$ cat config.mk
export PLATFORM = sky130hd
export DESIGN_NAME = coax_rx_ctrl
export DESIGN_NICKNAME = d
export VERILOG_FILES = /design/src/rtl/coax_pkg.sv /design/src/rtl/coax_sync_fifo.sv /design/src/rtl/coax_rx_ctrl.sv
export SDC_FILE = /design/constraint.sdc
export NUM_CORES = 1
export LEC_CHECK = 0
export ABC_AREA = 1
export BUFFER_PORTS_ARGS = -buffer_cell sky130_fd_sc_hd__buf_2
export CAP_MARGIN = 20
export CORE_MARGIN = 5
export CORE_UTILIZATION = 48
export DETAILED_ROUTE_END_ITERATION = 16
export PLACE_DENSITY_LB_ADDON = 0.15
export SLEW_MARGIN = 0
export SYNTH_ARGS = -nofsm -noshare
export SYNTH_HDL_FRONTEND = slang
export SYNTH_HIERARCHICAL = 1
export SYNTH_SLANG_ARGS = --single-unit
$ cat constraint.sdc
create_clock -name clk -period 2.9 [get_ports clk]
set_clock_uncertainty 0.15 [all_clocks]
set_input_delay 0.58 -clock clk [delete_from_list [all_inputs] [get_ports clk]]
set_output_delay 0.58 -clock clk [all_outputs]
set_load 0.005 [all_outputs]
$ cat src/rtl/coax_pkg.sv
// coax_pkg: constants and types shared by the coax receive-side blocks.
package coax_pkg;

    localparam int COAX_WORD_WIDTH      = 10;
    localparam int COAX_FRAME_LEN_WIDTH = 8;

    typedef enum logic [2:0] {
        IDLE,
        WAIT,
        RECEIVE,
        DRAIN,
        DONE
    } coax_rx_ctrl_state_t;

endpackage

$ cat src/rtl/coax_sync_fifo.sv
// coax_sync_fifo: single-clock FIFO with extra-MSB pointers for full/empty.
// A write while full is still accepted when a read frees a slot in the same cycle.
module coax_sync_fifo #(
    parameter int WIDTH = 10,
    parameter int DEPTH = 32
) (
    input  logic             clk,
    input  logic             reset,
    input  logic             wr_en,
    input  logic [WIDTH-1:0] wr_data,
    input  logic             rd_en,
    output logic [WIDTH-1:0] rd_data,
    output logic             full,
    output logic             empty
);

    localparam int AW = $clog2(DEPTH);

    logic [AW:0]      wr_ptr;
    logic [AW:0]      rd_ptr;
    logic [WIDTH-1:0] mem [DEPTH];
    logic             wr_ok;
    logic             rd_ok;

    assign empty   = (wr_ptr == rd_ptr);
    assign full    = (wr_ptr[AW] != rd_ptr[AW]) && (wr_ptr[AW-1:0] == rd_ptr[AW-1:0]);
    assign rd_ok   = rd_en && !empty;
    assign wr_ok   = wr_en && (!full || rd_ok);
    // The head is forced to zero while empty so the output is defined after reset.
    assign rd_data = empty ? '0 : mem[rd_ptr[AW-1:0]];

    // Pointer update; reset discards all contents.
    always_ff @(posedge clk) begin
        // NOTE: non-blocking so every flop updates from pre-edge values.
        if (reset) begin
            wr_ptr <= '0;
            rd_ptr <= '0;
        end else begin
            if (wr_ok) wr_ptr <= wr_ptr + (AW + 1)'(1);
            if (rd_ok) rd_ptr <= rd_ptr + (AW + 1)'(1);
        end
    end

    // Storage write.
    always_ff @(posedge clk) begin
        // NOTE: the array is not reset; validity is tracked by the pointers alone.
        if (wr_ok) mem[wr_ptr[AW-1:0]] <= wr_data;
    end

endmodule

$ cat src/rtl/coax_rx_ctrl.sv
// coax_rx_ctrl: sequences coax_rx for one response frame, buffering words
// into a FIFO and reporting length/overflow at frame end.
// Optional feature macro: COAX_RX_CTRL_TIMEOUT_EN (WAIT timeout counter).
module coax_rx_ctrl
    import coax_pkg::*;
#(
    parameter int DEPTH          = 32,
    parameter int TIMEOUT_CLOCKS = 1024
) (
    input  logic                            clk,
    input  logic                            reset,
    input  logic                            arm,
    input  logic                            rx_active,
    input  logic [COAX_WORD_WIDTH-1:0]      rx_data,
    input  logic                            rx_data_available,
    output logic                            rx_data_read,
    output logic                            busy,
    input  logic                            rd_en,
    output logic [COAX_WORD_WIDTH-1:0]      rd_data,
    output logic                            empty,
    output logic                            frame_done,
    output logic [COAX_FRAME_LEN_WIDTH-1:0] frame_length,
    output logic                            overflow,
    output logic                            timeout
);

    coax_rx_ctrl_state_t state;
    coax_rx_ctrl_state_t state_next;

    logic                            rx_active_q;
    logic                            rx_rise;
    logic                            in_frame;
    logic                            capture;
    logic                            drop;
    logic                            fifo_full;
    logic                            arm_accept;
    logic                            tmo_expired;
    logic [COAX_FRAME_LEN_WIDTH-1:0] word_cnt;
    logic [COAX_FRAME_LEN_WIDTH-1:0] word_cnt_inc;

    // The receiver is always drained so it never holds a stale word.
    assign rx_data_read = rx_data_available;
    assign rx_rise      = rx_active && !rx_active_q;
    assign in_frame     = (state == WAIT) || (state == RECEIVE) || (state == DRAIN);
    assign capture      = in_frame && rx_data_available;
    // Full implies non-empty, so any rd_en frees a slot for this word.
    assign drop         = capture && fifo_full && !rd_en;
    assign word_cnt_inc = (capture && (word_cnt != '1))
                        ? word_cnt + COAX_FRAME_LEN_WIDTH'(1) : word_cnt;

`ifdef COAX_RX_CTRL_TIMEOUT_EN
    localparam int TMO_W = $clog2(TIMEOUT_CLOCKS) + 1;

    logic [TMO_W-1:0] tmo_cnt;

    // Counts clocks spent in WAIT; restarts from zero on every entry.
    always_ff @(posedge clk) begin
        if (reset || state != WAIT) tmo_cnt <= '0;
        else                        tmo_cnt <= tmo_cnt + TMO_W'(1);
    end

    assign tmo_expired = (state == WAIT) && (tmo_cnt == TMO_W'(TIMEOUT_CLOCKS - 1));
`else
    assign tmo_expired = 1'b0;
`endif

    // Next-state decode; a rising rx_active takes priority over timeout.
    always_comb begin
        // NOTE: defaults first so every path assigns every signal and no latch forms.
        state_next = state;
        timeout    = 1'b0;
        arm_accept = 1'b0;
        case (state)
            IDLE: begin
                if (arm) begin
                    arm_accept = 1'b1;
                    state_next = WAIT;
                end
            end
            WAIT: begin
                if (rx_rise) begin
                    state_next = RECEIVE;
                end else if (tmo_expired) begin
                    timeout    = 1'b1;
                    state_next = IDLE;
                end
            end
            RECEIVE: if (!rx_active) state_next = DRAIN;
            DRAIN:   state_next = DONE;
            DONE:    state_next = IDLE;
            default: state_next = IDLE;
        endcase
    end

    // State register, registered status outputs and frame bookkeeping.
    always_ff @(posedge clk) begin
        if (reset) begin
            state        <= IDLE;
            busy         <= 1'b0;
            frame_done   <= 1'b0;
            rx_active_q  <= 1'b0;
            word_cnt     <= '0;
            frame_length <= '0;
            overflow     <= 1'b0;
        end else begin
            state       <= state_next;
            busy        <= (state_next == WAIT) || (state_next == RECEIVE)
                        || (state_next == DRAIN);
            frame_done  <= (state_next == DONE);
            rx_active_q <= rx_active;

            if (state == IDLE) word_cnt <= '0;
            else               word_cnt <= word_cnt_inc;

            // Results persist through IDLE and are cleared only by the next arm.
            if (arm_accept) begin
                frame_length <= '0;
                overflow     <= 1'b0;
            end else begin
                if (drop)           overflow     <= 1'b1;
                if (state == DRAIN) frame_length <= word_cnt_inc;
            end
        end
    end

    coax_sync_fifo #(
        .WIDTH (COAX_WORD_WIDTH),
        .DEPTH (DEPTH)
    ) u_fifo (
        .clk     (clk),
        .reset   (reset),
        .wr_en   (capture),
        .wr_data (rx_data),
        .rd_en   (rd_en),
        .rd_data (rd_data),
        .full    (fifo_full),
        .empty   (empty)
    );

endmodule

==> results of run 1 <==
report_power, final:
group / internal, mW / switching (mW) / total, mW
logic: 0.823 / 1.32 / 2.14
registers: 5.67 / 0.0343 / 5.71
clock network: 3.12 / 1.98 / 5.10
total: 9.61 / 3.33 / 12.9
synth_stat cells, types with 16 or more instances:
library cell	count
o21ai_1	25
nand3_1	181
edfxtp_1	320
o211ai_1	16
a21oi_1	19
o21ai_0	52
nand2_1	351
nor2_1	206
clkbuf_1	16
buf_2	28
dfxtp_1	40
inv_1	132
nor3_1	26
metrics by stage:
| step | util [%] | hold slack [ns] | total power, mW |
|---|---|---|---|
| 3_3_place_gp | 51.6 | 0.286 | 7.47 |
| 6_report | 58.1 | 0.146 | 12.9 |
| 5_1_grt | 58.1 | 0.147 | 13.5 |
| 3_5_place_dp | 51.6 | 0.291 | 7.49 |
| 4_1_cts | 57.0 | 0.128 | 12.8 |
| 2_1_floorplan | - | 0.297 | 6.92 |
area by class of cell:
type	instances	area [sq um]
Clock buffer	47	1050
Clock inverter	24	272
Sequential cell	360	10400
Fill cell	2646	13300
Multi-Input combinational cell	921	4270
Tap cell	402	503
Timing Repair Buffer	130	1340
Inverter	145	574
registers in the layout, summed over array words and instances, names as in the netlist, named ones only:
name / count
frame_length: 8
u_fifo/rd_ptr: 6
overflow: 1
frame_done: 1
word_cnt: 8
u_fifo/wr_ptr: 6
u_fifo/mem: 320
rx_active_q: 1
busy: 1
state: 3
metal layers:
metal  GRT usage (%)  share of wire [%]  routed length (um)  vias to the layer above
met5               0                  0                   0                        -
met4            6.54                2.5                1000                        0
met3            3.21                6.8                2700                       68
met2            35.6                 48               19200                      394
met1            30.5                 43               17000                     5219
li1                -                  -                   -                     5217
cell usage in the layout (no fill, tap or decap), drive strengths merged:
| cell | instances |
|---|---|
| nand2 | 364 |
| edfxtp | 320 |
| nor2 | 213 |
| nand3 | 182 |
| inv | 139 |
| buf | 123 |
| o21ai | 77 |
| clkbuf | 54 |
| dfxtp | 40 |
| nor3 | 26 |
| clkinv | 22 |
| a21oi | 20 |
| o211ai | 16 |
| xor2 | 8 |
| ha | 6 |
| bufinv | 6 |
| nand4 | 3 |
| clkinvlp | 2 |
| a31oi | 1 |
| nand3b | 1 |
| or2 | 1 |
| xnor2 | 1 |
| conb | 1 |
| and3 | 1 |
tightest hold or removal path, stage by stage:
cell	delay (ns)
buf_2	0.09
inv_1	0.04
nor2_1	0.07
worst paths after layout:
path                            slack [ns]               end  cells after the start
worst min-delay path                  0.15       rx_active_q                      3
worst min register to register        0.30          overflow                      2
worst max-delay path                 -0.08        rd_data[0]                     11
worst max register to register        0.58  u_fifo/mem[0][3]                      9
cell families after synthesis:
family | count (synthesis)
AND/OR/NAND/NOR | 791
other | 1
XOR/XNOR | 9
adder cells (fa/ha/maj) | 6
buffers and inverters | 221
flip-flops | 360
AO/OA/AOI/OAI | 114
repair_timing:
action                     CTS  global route
resized for setup           44            37
pin swaps                    4            11
setup endpoints to repair   10            10
cloned                       5             8
setup buffers                9            10
==> flow_summary.rst, run 1 <==
.. list-table::
   :header-rows: 1

   * - Metric
     - Value
   * - Buf/Inv on CP
     - 4
   * - Wire length per cell after detailed routing
     - roughly 20 um
   * - Cell chosen for the clock root
     - clkbuf_16
   * - Antenna violations before repair
     - 0
   * - Count of inserted antenna diode cells
     - 0
   * - Post-CTS clock slew at the launch and capture registers of the worst setup and hold paths
     - 0.06 ns
   * - Setup repair after global routing missed its margin
     - yes
   * - Slowest CP cell
     - dfxtp_4
   * - Die boundary width
     - 190 um
   * - Maximum achievable frequency
     - 335 MHz
   * - Share of synthesized area occupied by flip-flops and latches
     - around two thirds
   * - Maximum buffer depth of the clock tree
     - 3
   * - Setup Viol. Count Final
     - 10
   * - Detailed placer's ending HPWL
     - 22.4 mm
   * - Ports placed on the boundary
     - 40
   * - Kind of cell with the highest combined delay on the critical path
     - simple AND/OR/NAND/NOR gates
   * - Post-route non-filler standard cell count
     - approximately 2000
   * - Dominant synthesized flop cell
     - edfxtp_1
   * - Post-synthesis average cell area
     - 10.3 sq um
   * - Total leakage power
     - 7.23 nW
   * - Cell taking the most area after synthesis
     - edfxtp_1
   * - Max-Slew Margin vs Limit
     - 48.5%
   * - Classification of the worst-slack hold path
     - in2reg
   * - Die area
     - approximately 0.036 sq mm
   * - Final Hold Violating Endpoints
     - 0
   * - Total negative slack for setup checks
     - -0.321 ns
   * - Largest family of logic cells by synthesized area
     - simple AND/OR/NAND/NOR gates
   * - Number of optimization iterations in the first detailed-route pass
     - 5
   * - Maximum fanout along the worst path
     - 13
   * - Critical path arrival
     - 2.25 ns
   * - Wire length of the first global-routing pass
     - 61.0 mm
   * - Final antenna-violating net count
     - 0
   * - Total congestion overflow
     - 0
   * - Final worst slack
     - -0.0837 ns
   * - Total of warnings raised by yosys
     - 6
   * - # DRC
     - 0
   * - Maximum number of pins on one net before global-route repair
     - 44
   * - Worst reg2reg startpoint
     - u_fifo/wr_ptr[0]
   * - Hold Startpoint
     - rx_active
   * - Net count reported at finish
     - 1620
   * - Kind of critical path
     - reg2out
   * - Maximum ir drop on the vdd rail
     - between 0.4 and 0.5 mV
   * - Flops & latches, synth
     - 360
   * - Vias per cell
     - 5.37
   * - Cell area after placement
     - 0.0164 sq mm
   * - DP Cell Count
     - slightly below 2000
   * - Minimum clock period after layout
     - around 3.0 ns
   * - Most used cell, CP
     - nand3_1
   * - Maximum single-stage delay on the critical path
     - 0.44 ns
   * - Synth top area share
     - between 60 and 70%
   * - Power per unit of standard cell area
     - 703 mW/mm^2
   * - Clock latency of the later-clocked register in the worst-skew pair
     - 0.52 ns
   * - CTS tree
     - done
   * - Clock buffer count from CTS
     - 40
   * - Status
     - complete, but fails checks
   * - Initial core utilization
     - 49.0%
   * - CP Launch Type
     - register
   * - Via count
     - 10900
   * - Hold buffer count at cts
     - 0
   * - Sequence of cells on the critical path
     - buf_12 -> inv_16 -> clkbuf_16 -> nand2_1 -> nand3_1 -> nand3_1 -> nand3_1 -> nand3_2 -> nand2_1 -> nor2_2 -> buf_2
   * - Number of flops mapped to enable cells by yosys
     - 320
   * - XOR/XNOR Fraction of Synth Area
     - 0.508%
   * - Number of max-cap violations
     - 0
   * - Number of distinct library cells after synthesis
     - 36
   * - Core Box Area
     - between 0.03 and 0.04 sq mm
   * - # H-tree levels
     - 2
   * - Number of global-route vias before repair
     - 10700
   * - Adder and majority cell fraction of the synthesized area
     - 0.483%
   * - Slew at the pin closest to its max-slew limit
     - 0.772 ns
   * - Relative area change from synthesis to final layout
     - 18.6%
   * - Async set-or-reset flop fraction in the synthesized netlist
     - 0%
   * - Site row count
     - 65
   * - Top cells by area in the synthesized netlist
     - edfxtp_1 (62%), nand2_1 (8.5%), nand3_1 (5.8%)
   * - Die Y-Extent
     - approximately 190 um
   * - Post-synthesis compound-gate area fraction
     - 3.96%
   * - Post-Syn Nets
     - 1524
   * - Number of instances in the synthesized netlist
     - between 1500 and 2000
   * - Critical Path Sink Type
     - output port
   * - Sinks on Clock Net
     - 360
   * - Worst EP required
     - roughly 2.2 ns
   * - Violated checks
     - negative setup slack
   * - Placer's final routability congestion estimate
     - 0.810
   * - Iteration-0 DRC count of the detailed router
     - ~1000
   * - Cell area after layout
     - 0.0184 sq mm
   * - Pre-CTS WS
     - 0.255 ns
   * - Multiplexer fraction of the synthesized cell area
     - 0%
   * - Final period util
     - 103%
   * - Proportion of layout cells with a drive suffix above 1
     - between 15 and 20%
   * - Port-buffer cells
     - 38
   * - Netlist Area Pre-Place
     - roughly 0.016 sq mm
   * - Overall routed net length
     - approximately 40 mm
   * - Simple-gate share of the synthesized area
     - 21.4%
   * - Total routing resource utilization after global routing
     - 21.7%
   * - Number of slew-limit violations in the final report
     - 0
No activity file was read; power rests on OpenSTA's default activity.
==> run 2, diff against run 1 <==
- REMOVE_ABC_BUFFERS: default -> 1
==> run 2 against run 1 <==
  * The run still ends with negative setup slack left
  * Design area is 0.78% higher
  * Setup slack got worse by 0.0061 ns
  * Clock-buffer cell count rose by 4
  * Wire length is 7.5% higher
  * Die area unchanged
  * Via count increased by 2.4%
  * Worst hold slack better by 0.021 ns
  * Clock power is 6.9% lower
  * Cell count fell by 0.25%
  * Core utilization up 0.45 points
  * Combinational power grew 7%
  * Critical endpoint is now rd_data[9]
  * Largest cell class unchanged
  * Highest routed layer unchanged
==> flow_summary.rst, run 2 (synthesis gave the netlist of run 1 again) <==
.. list-table::
   :header-rows: 1

   * - Metric
     - Value
   * - Status
     - complete, but fails checks
   * - Violated checks
     - negative setup slack
   * - Maximum number of pins on one net before global-route repair
     - 51
   * - Setup Viol. Count Final
     - 9
   * - Antenna violations before repair
     - 0
   * - # DRC
     - 0
   * - Iteration-0 DRC count of the detailed router
     - about 1100
   * - Worst reg2reg startpoint
     - u_fifo/wr_ptr[3]
   * - Die area
     - roughly 0.036 sq mm
   * - Cell chosen for the clock root
     - clkbuf_16
   * - Sinks on Clock Net
     - between 300 and 400
   * - # H-tree levels
     - 2
   * - Wire length per cell after detailed routing
     - 21.2 um
   * - Number of global-route vias before repair
     - between 10000 and 15000
   * - Most common cell after layout, fill and taps aside
     - nand2_1
   * - Relative area change from synthesis to final layout
     - 19.6%
   * - Classification of the worst-slack hold path
     - in2reg
   * - Post-layout util
     - approximately three fifths
   * - Overall routed net length
     - 42.9 mm
   * - Count of inserted antenna diode cells
     - 0
   * - Net count reported at finish
     - 1614
   * - Critical path arrival
     - 2.26 ns
   * - Site row count
     - 65
   * - Total leakage power
     - 7.20 nW
   * - Maximum ir drop on the vdd rail
     - 0.477 mV
   * - Final Hold Violating Endpoints
     - 0
   * - Clock latency of the later-clocked register in the worst-skew pair
     - 0.52 ns
   * - Clock buffer count from CTS
     - 39
   * - Number of slew-limit violations in the final report
     - 0
   * - Hold Path Stages
     - 3
   * - Reg-to-reg slack, setup
     - 0.43 ns
   * - Initial core utilization
     - 49.0%
   * - Worst EP required
     - 2.17 ns
   * - Number of max-cap violations
     - 0
   * - Maximum buffer depth of the clock tree
     - 3
   * - Hold Startpoint
     - rx_active
   * - Maximum achievable frequency
     - 334 MHz
   * - Critical Path Sink Type
     - output port
   * - Setup repair after global routing missed its margin
     - yes
   * - Final antenna-violating net count
     - 0
   * - Hold buffer count at cts
     - 0
   * - Final period util
     - 103%
   * - Fill count
     - 2647
   * - Pre-CTS WS
     - 0.371 ns
   * - Core Box Area
     - ~0.032 sq mm
   * - Total congestion overflow
     - 0
   * - Flip-flop count of the largest register, all copies and words added
     - 320
   * - Number of optimization iterations in the first detailed-route pass
     - 5
   * - Wire length of the first global-routing pass
     - 62.8 mm
   * - Placer's final routability congestion estimate
     - 0.840
   * - Via count
     - 11200
   * - Kind of critical path
     - reg2out
   * - Proportion of layout cells with a drive suffix above 1
     - about 18%
   * - Vias per cell
     - approximately 5.5
   * - Final worst slack
     - -0.0898 ns
   * - Post-CTS clock slew at the launch and capture registers of the worst setup and hold paths
     - 0.06 ns
   * - CP Launch Type
     - register
   * - Commonest cells after routing, fill and taps aside
     - nand2_1 (346), edfxtp_1 (320), nor2_1 (178)
   * - Die boundary width
     - 190 um
   * - Die Y-Extent
     - approximately 190 um
   * - Minimum clock period after layout
     - 2.99 ns
   * - Total routing resource utilization after global routing
     - 22.5%
   * - Maximum fanout along the worst path
     - 6
   * - RR Endpoint
     - u_fifo/mem[1][7]
   * - Detailed placer's ending HPWL
     - 22.8 mm
   * - Max-Slew Margin vs Limit
     - between 40% and 50%
   * - Port-buffer cells
     - 38
   * - Slew at the pin closest to its max-slew limit
     - 0.865 ns
   * - CTS tree
     - done
   * - Power per unit of standard cell area
     - 687 mW/mm^2
   * - Worst reg-to-reg path cell count
     - 9
   * - Worst Hold End
     - rx_active_q
   * - Ports placed on the boundary
     - 40
[run 2: changes by cell type in the layout (fill, tap and decap cells not counted), moves of 3 or more]
| cell | change |
|---|---|
| o21ai_1 | +3 |
| nor2_2 | +7 |
| nor2_1 | -12 |
| clkbuf_16 | +4 |
| nand3_4 | +4 |
| buf_4 | -12 |
| nand3_1 | -22 |
| clkinv_1 | +3 |
| nor2_4 | +5 |
| nand3_2 | +18 |
| bufinv_16 | -4 |
[run 2: layer usage]
metal / track usage (%) / vias to the layer above / wire [um]
met4: 7.07 / 0 / 1260
met2: 35.8 / 471 / 20000
met3: 4.28 / 78 / 3620
met5: 0 / - / 0
met1: 31.6 / 5414 / 18000
li1: - / 5202 / -
[run 2: critical path, cell delays in order, from the launching register on]
cell     delay [ns]
dfxtp_4        0.42
buf_12         0.15
buf_16         0.12
buf_8          0.12
nor2_1         0.05
nor2_1         0.10
o21ai_1        0.10
nand3_1        0.11
nand3_2        0.11
nand3_1        0.11
nand2_1        0.07
nor2_2         0.14
buf_2          0.14
[run 2: report_power, final]
part	total, mW	internal (mW)	switching [mW]
sequential	5.70	5.67	0.0321
clock	4.75	2.80	1.94
combinational	2.30	0.871	1.43
total	12.8	9.35	3.40
[run 2: repair_timing]
| action | CTS | global route |
|---|---|---|
| gates resized for setup | 36 | 84 |
| pin swaps | 7 | 46 |
| gates cloned | 9 | 13 |
| setup buffers | 7 | 7 |
| endpoints found under the setup margin | 10 | 10 |
| hold endpoints to repair | 0 | 0 |
[run 2: stage by stage]
step / cells / total power, mW / TNS, ns / hold slack [ns] / instance area, sq um
2_1_floorplan: 1426 / 6.80 / -30.04 / 0.297 / 15100
3_3_place_gp: 1918 / 7.42 / 0 / 0.288 / 16300
3_5_place_dp: 1918 / 7.43 / 0 / 0.292 / 16300
4_1_cts: 2005 / 12.5 / -0.327 / 0.150 / 17900
5_1_grt: 2024 / 13.3 / -1.15 / 0.180 / 18600
6_report: 2024 / 12.8 / -0.358 / 0.167 / 18600
[run 2: worst max path at each step]
stage	from	to	slack, ns	cells past startpoint
floorplan	register	rd_data[1]	-3.01	7
detailed placement	register	rd_data[0]	0.37	11
finish	register	rd_data[9]	-0.09	12
global route	register	rd_data[9]	-0.13	12
global placement	register	rd_data[3]	0.34	11
CTS	register	rd_data[8]	-0.06	11
[run 2: area by class of cell]
type	count	area (sq um)	area share [%]
clock buffer	51	1080	5.84
clock inverter	20	141	0.761
inverter	145	564	3.04
multi-input combinational	921	4470	24.0
sequential	360	10400	56.1
tap	402	503	2.71
timing repair buffer	124	1390	7.47
timing repair inverter	1	8.76	0.0472
==> run 3, diff against run 2 <==
- CORE_UTILIZATION: 48 -> 28
- SETUP_SLACK_MARGIN: default -> 0.3
==> run 3 against run 2 <==
  * Die area increased by 67%
  * Worst hold slack got worse by 0.059 ns
  * Power increased by 5.8%
  * The flow still finishes with violations (negative setup slack)
  * Non-clock buffer count increased by 6
  * Register-to-register slack improved by 0.06 ns
  * Clock-buffer cell count increased by 4
  * Combinational power increased by 10%
  * Fmax increased by 0.46%
  * First-iteration DRC count decreased by 36%
==> flow_summary.rst, run 3 (synthesis gave the netlist of run 1 again) <==
.. list-table::
   :header-rows: 1

   * - Metric
     - Value
   * - Number of slew-limit violations in the final report
     - 0
   * - Final period util
     - 103%
   * - Relative area change from synthesis to final layout
     - 25.4%
   * - Hold buffer count at cts
     - 0
   * - Ports placed on the boundary
     - 40
   * - Total leakage power
     - 7.44 nW
   * - Sinks on Clock Net
     - 360
   * - Core Box Area
     - between 0.05 and 0.06 sq mm
   * - CP Launch Type
     - register
   * - Via count
     - 11000
   * - Detailed placer's ending HPWL
     - 25.9 mm
   * - Post-route worst hold slack
     - 0.108 ns
   * - Overall routed net length
     - 47.0 mm
   * - Worst EP required
     - 2.17 ns
   * - Critical path arrival
     - between 2 and 2.5 ns
   * - Maximum achievable frequency
     - 336 MHz
   * - Total routing resource utilization after global routing
     - 15.1%
   * - Cell area after placement
     - 0.0168 sq mm
   * - Initial core utilization
     - 28.2%
   * - CTS tree
     - done
   * - Slew at the pin closest to its max-slew limit
     - 0.823 ns
   * - Final antenna-violating net count
     - 0
   * - Die boundary width
     - 246 um
   * - Final worst slack
     - -0.0761 ns
   * - Cell area after layout
     - a little under 0.02 sq mm
   * - Hold Startpoint
     - rx_active
   * - Violated checks
     - negative setup slack
   * - Cell chosen for the clock root
     - clkbuf_16
   * - Number of max-cap violations
     - 0
   * - Max-Slew Margin vs Limit
     - 45.1%
   * - Proportion of layout cells with a drive suffix above 1
     - between 20% and 30%
   * - Sequence of cells on the critical path
     - buf_12 -> buf_12 -> clkbuf_16 -> nand2_1 -> nand3_1 -> nand3_2 -> nand3_4 -> nand3_2 -> nand2_2 -> nor2_4 -> buf_2
   * - Total congestion overflow
     - 0
   * - Post-layout util
     - 35.4%
   * - Kind of critical path
     - reg2out
   * - Vias per cell
     - ~4.6
   * - Total negative slack for setup checks
     - -0.604 ns
   * - Post-CTS clock slew at the launch and capture registers of the worst setup and hold paths
     - approximately 0.06 ns
   * - Flip-flop count of the largest register, all copies and words added
     - 320
   * - # H-tree levels
     - 2
   * - Number of optimization iterations in the first detailed-route pass
     - 5
   * - Classification of the worst-slack hold path
     - in2reg
   * - Status
     - complete, but fails checks
   * - Clock latency of the later-clocked register in the worst-skew pair
     - 0.55 ns
   * - Maximum number of pins on one net before global-route repair
     - 41
   * - Worst reg2reg startpoint
     - u_fifo/wr_ptr[1]
   * - Most common cell after layout, fill and taps aside
     - nand2_1
   * - Clock buffer count from CTS
     - 42
   * - Maximum buffer depth of the clock tree
     - 3
   * - Commonest cells after routing, fill and taps aside
     - nand2_1 (331), edfxtp_1 (320), nor2_1 (183)
   * - Maximum single-stage delay on the critical path
     - 0.41 ns
   * - Wire length per cell after detailed routing
     - just under 20 um
   * - Number of global-route vias before repair
     - 10500
   * - Slowest CP cell
     - dfxtp_4
   * - Iteration-0 DRC count of the detailed router
     - 717
   * - Antenna violations before repair
     - 0
   * - Die Y-Extent
     - between 200 and 250 um
   * - Placer's final routability congestion estimate
     - approximately 0.8
   * - Maximum fanout along the worst path
     - 5
   * - Setup repair after global routing missed its margin
     - yes
   * - Setup Viol. Count Final
     - 10
   * - Minimum clock period after layout
     - 2.98 ns
   * - Final Hold Violating Endpoints
     - 0
   * - Port-buffer cells
     - 38
   * - Power per unit of standard cell area
     - 693 mW/mm^2
   * - Die area
     - 0.0603 sq mm
   * - Site row count
     - 86
   * - Total power after layout
     - 13.5 mW
   * - Critical Path Sink Type
     - output port
   * - # DRC
     - 0
   * - Maximum ir drop on the vdd rail
     - 0.443 mV
   * - Net count reported at finish
     - 1623
   * - Wire length of the first global-routing pass
     - 69.3 mm
-- run 3: changes by cell type in the layout (fill, tap and decap cells not counted), moves of 5 or more --
cell | before | now
dfxtp_1 | 38 | 32
nand2_1 | 346 | 331
nand2_2 | 17 | 31
buf_12 | 10 | 17
nor2_2 | 29 | 21
nand3_2 | 40 | 45
o21ai_1 | 31 | 45
o21ai_0 | 46 | 30
nor2_1 | 178 | 183
dfxtp_2 | 1 | 6
-- run 3: area by class of cell --
cell class                      instances  area (sq um)
Sequential cell                       360         10400
Timing Repair Buffer                  130          1600
Inverter                              145           569
Clock inverter                         22           244
Fill cell                            5510         35500
Tap cell                              748           936
Multi-Input combinational cell        922          4570
Antenna cell                            1          2.50
Clock buffer                           55          1120
-- run 3: report_power, final --
part / switching [mW] / total [mW] / leakage [nW] / internal [mW]
sequential: 0.0361 / 5.71 / 3.21 / 5.67
combinational: 1.53 / 2.53 / 3.57 / 1.00
clock: 2.15 / 5.24 / 0.663 / 3.09
-- run 3: final timing paths --
path	endpoint	slack, ns	cells after the start
max	rd_data[2]	-0.08	11
min	rx_active_q	0.11	3
max reg2reg	u_fifo/mem[29][5]	0.49	6
min reg2reg	overflow	0.32	2
-- run 3: repair_timing --
action | CTS | global route
pin swaps | 24 | 27
endpoints found under the hold margin | 0 | 0
cloned | 12 | 11
setup buffers | 8 | 3
resized for setup | 123 | 46
setup endpoints to repair | 11 | 11
-- run 3: worst max-delay path: cells and delay by family, from the launching register on --
kind                   cells  cell delay [ns]
AND/OR/NAND/NOR            7             0.70
buffers and inverters      4             0.58
flip-flops                 1             0.41
-- run 3: per-layer routing --
| metal | part of all wire (%) | GRT usage (%) | vias to the layer above |
|---|---|---|---|
| met2 | 47 | 24.6 | 245 |
| met4 | 2.1 | 4.09 | 0 |
| li1 | - | - | 5237 |
| met1 | 46 | 21.2 | 5429 |
| met5 | 0 | 0 | - |
| met3 | 4.6 | 2.42 | 57 |
-- run 3: metrics by stage --
stage	instances	setup slack, ns
2_1_floorplan	1426	-3.01
3_3_place_gp	2271	0.313
3_5_place_dp	2271	0.328
4_1_cts	2368	-0.101
5_1_grt	2382	-0.179
6_report	2383	-0.0761
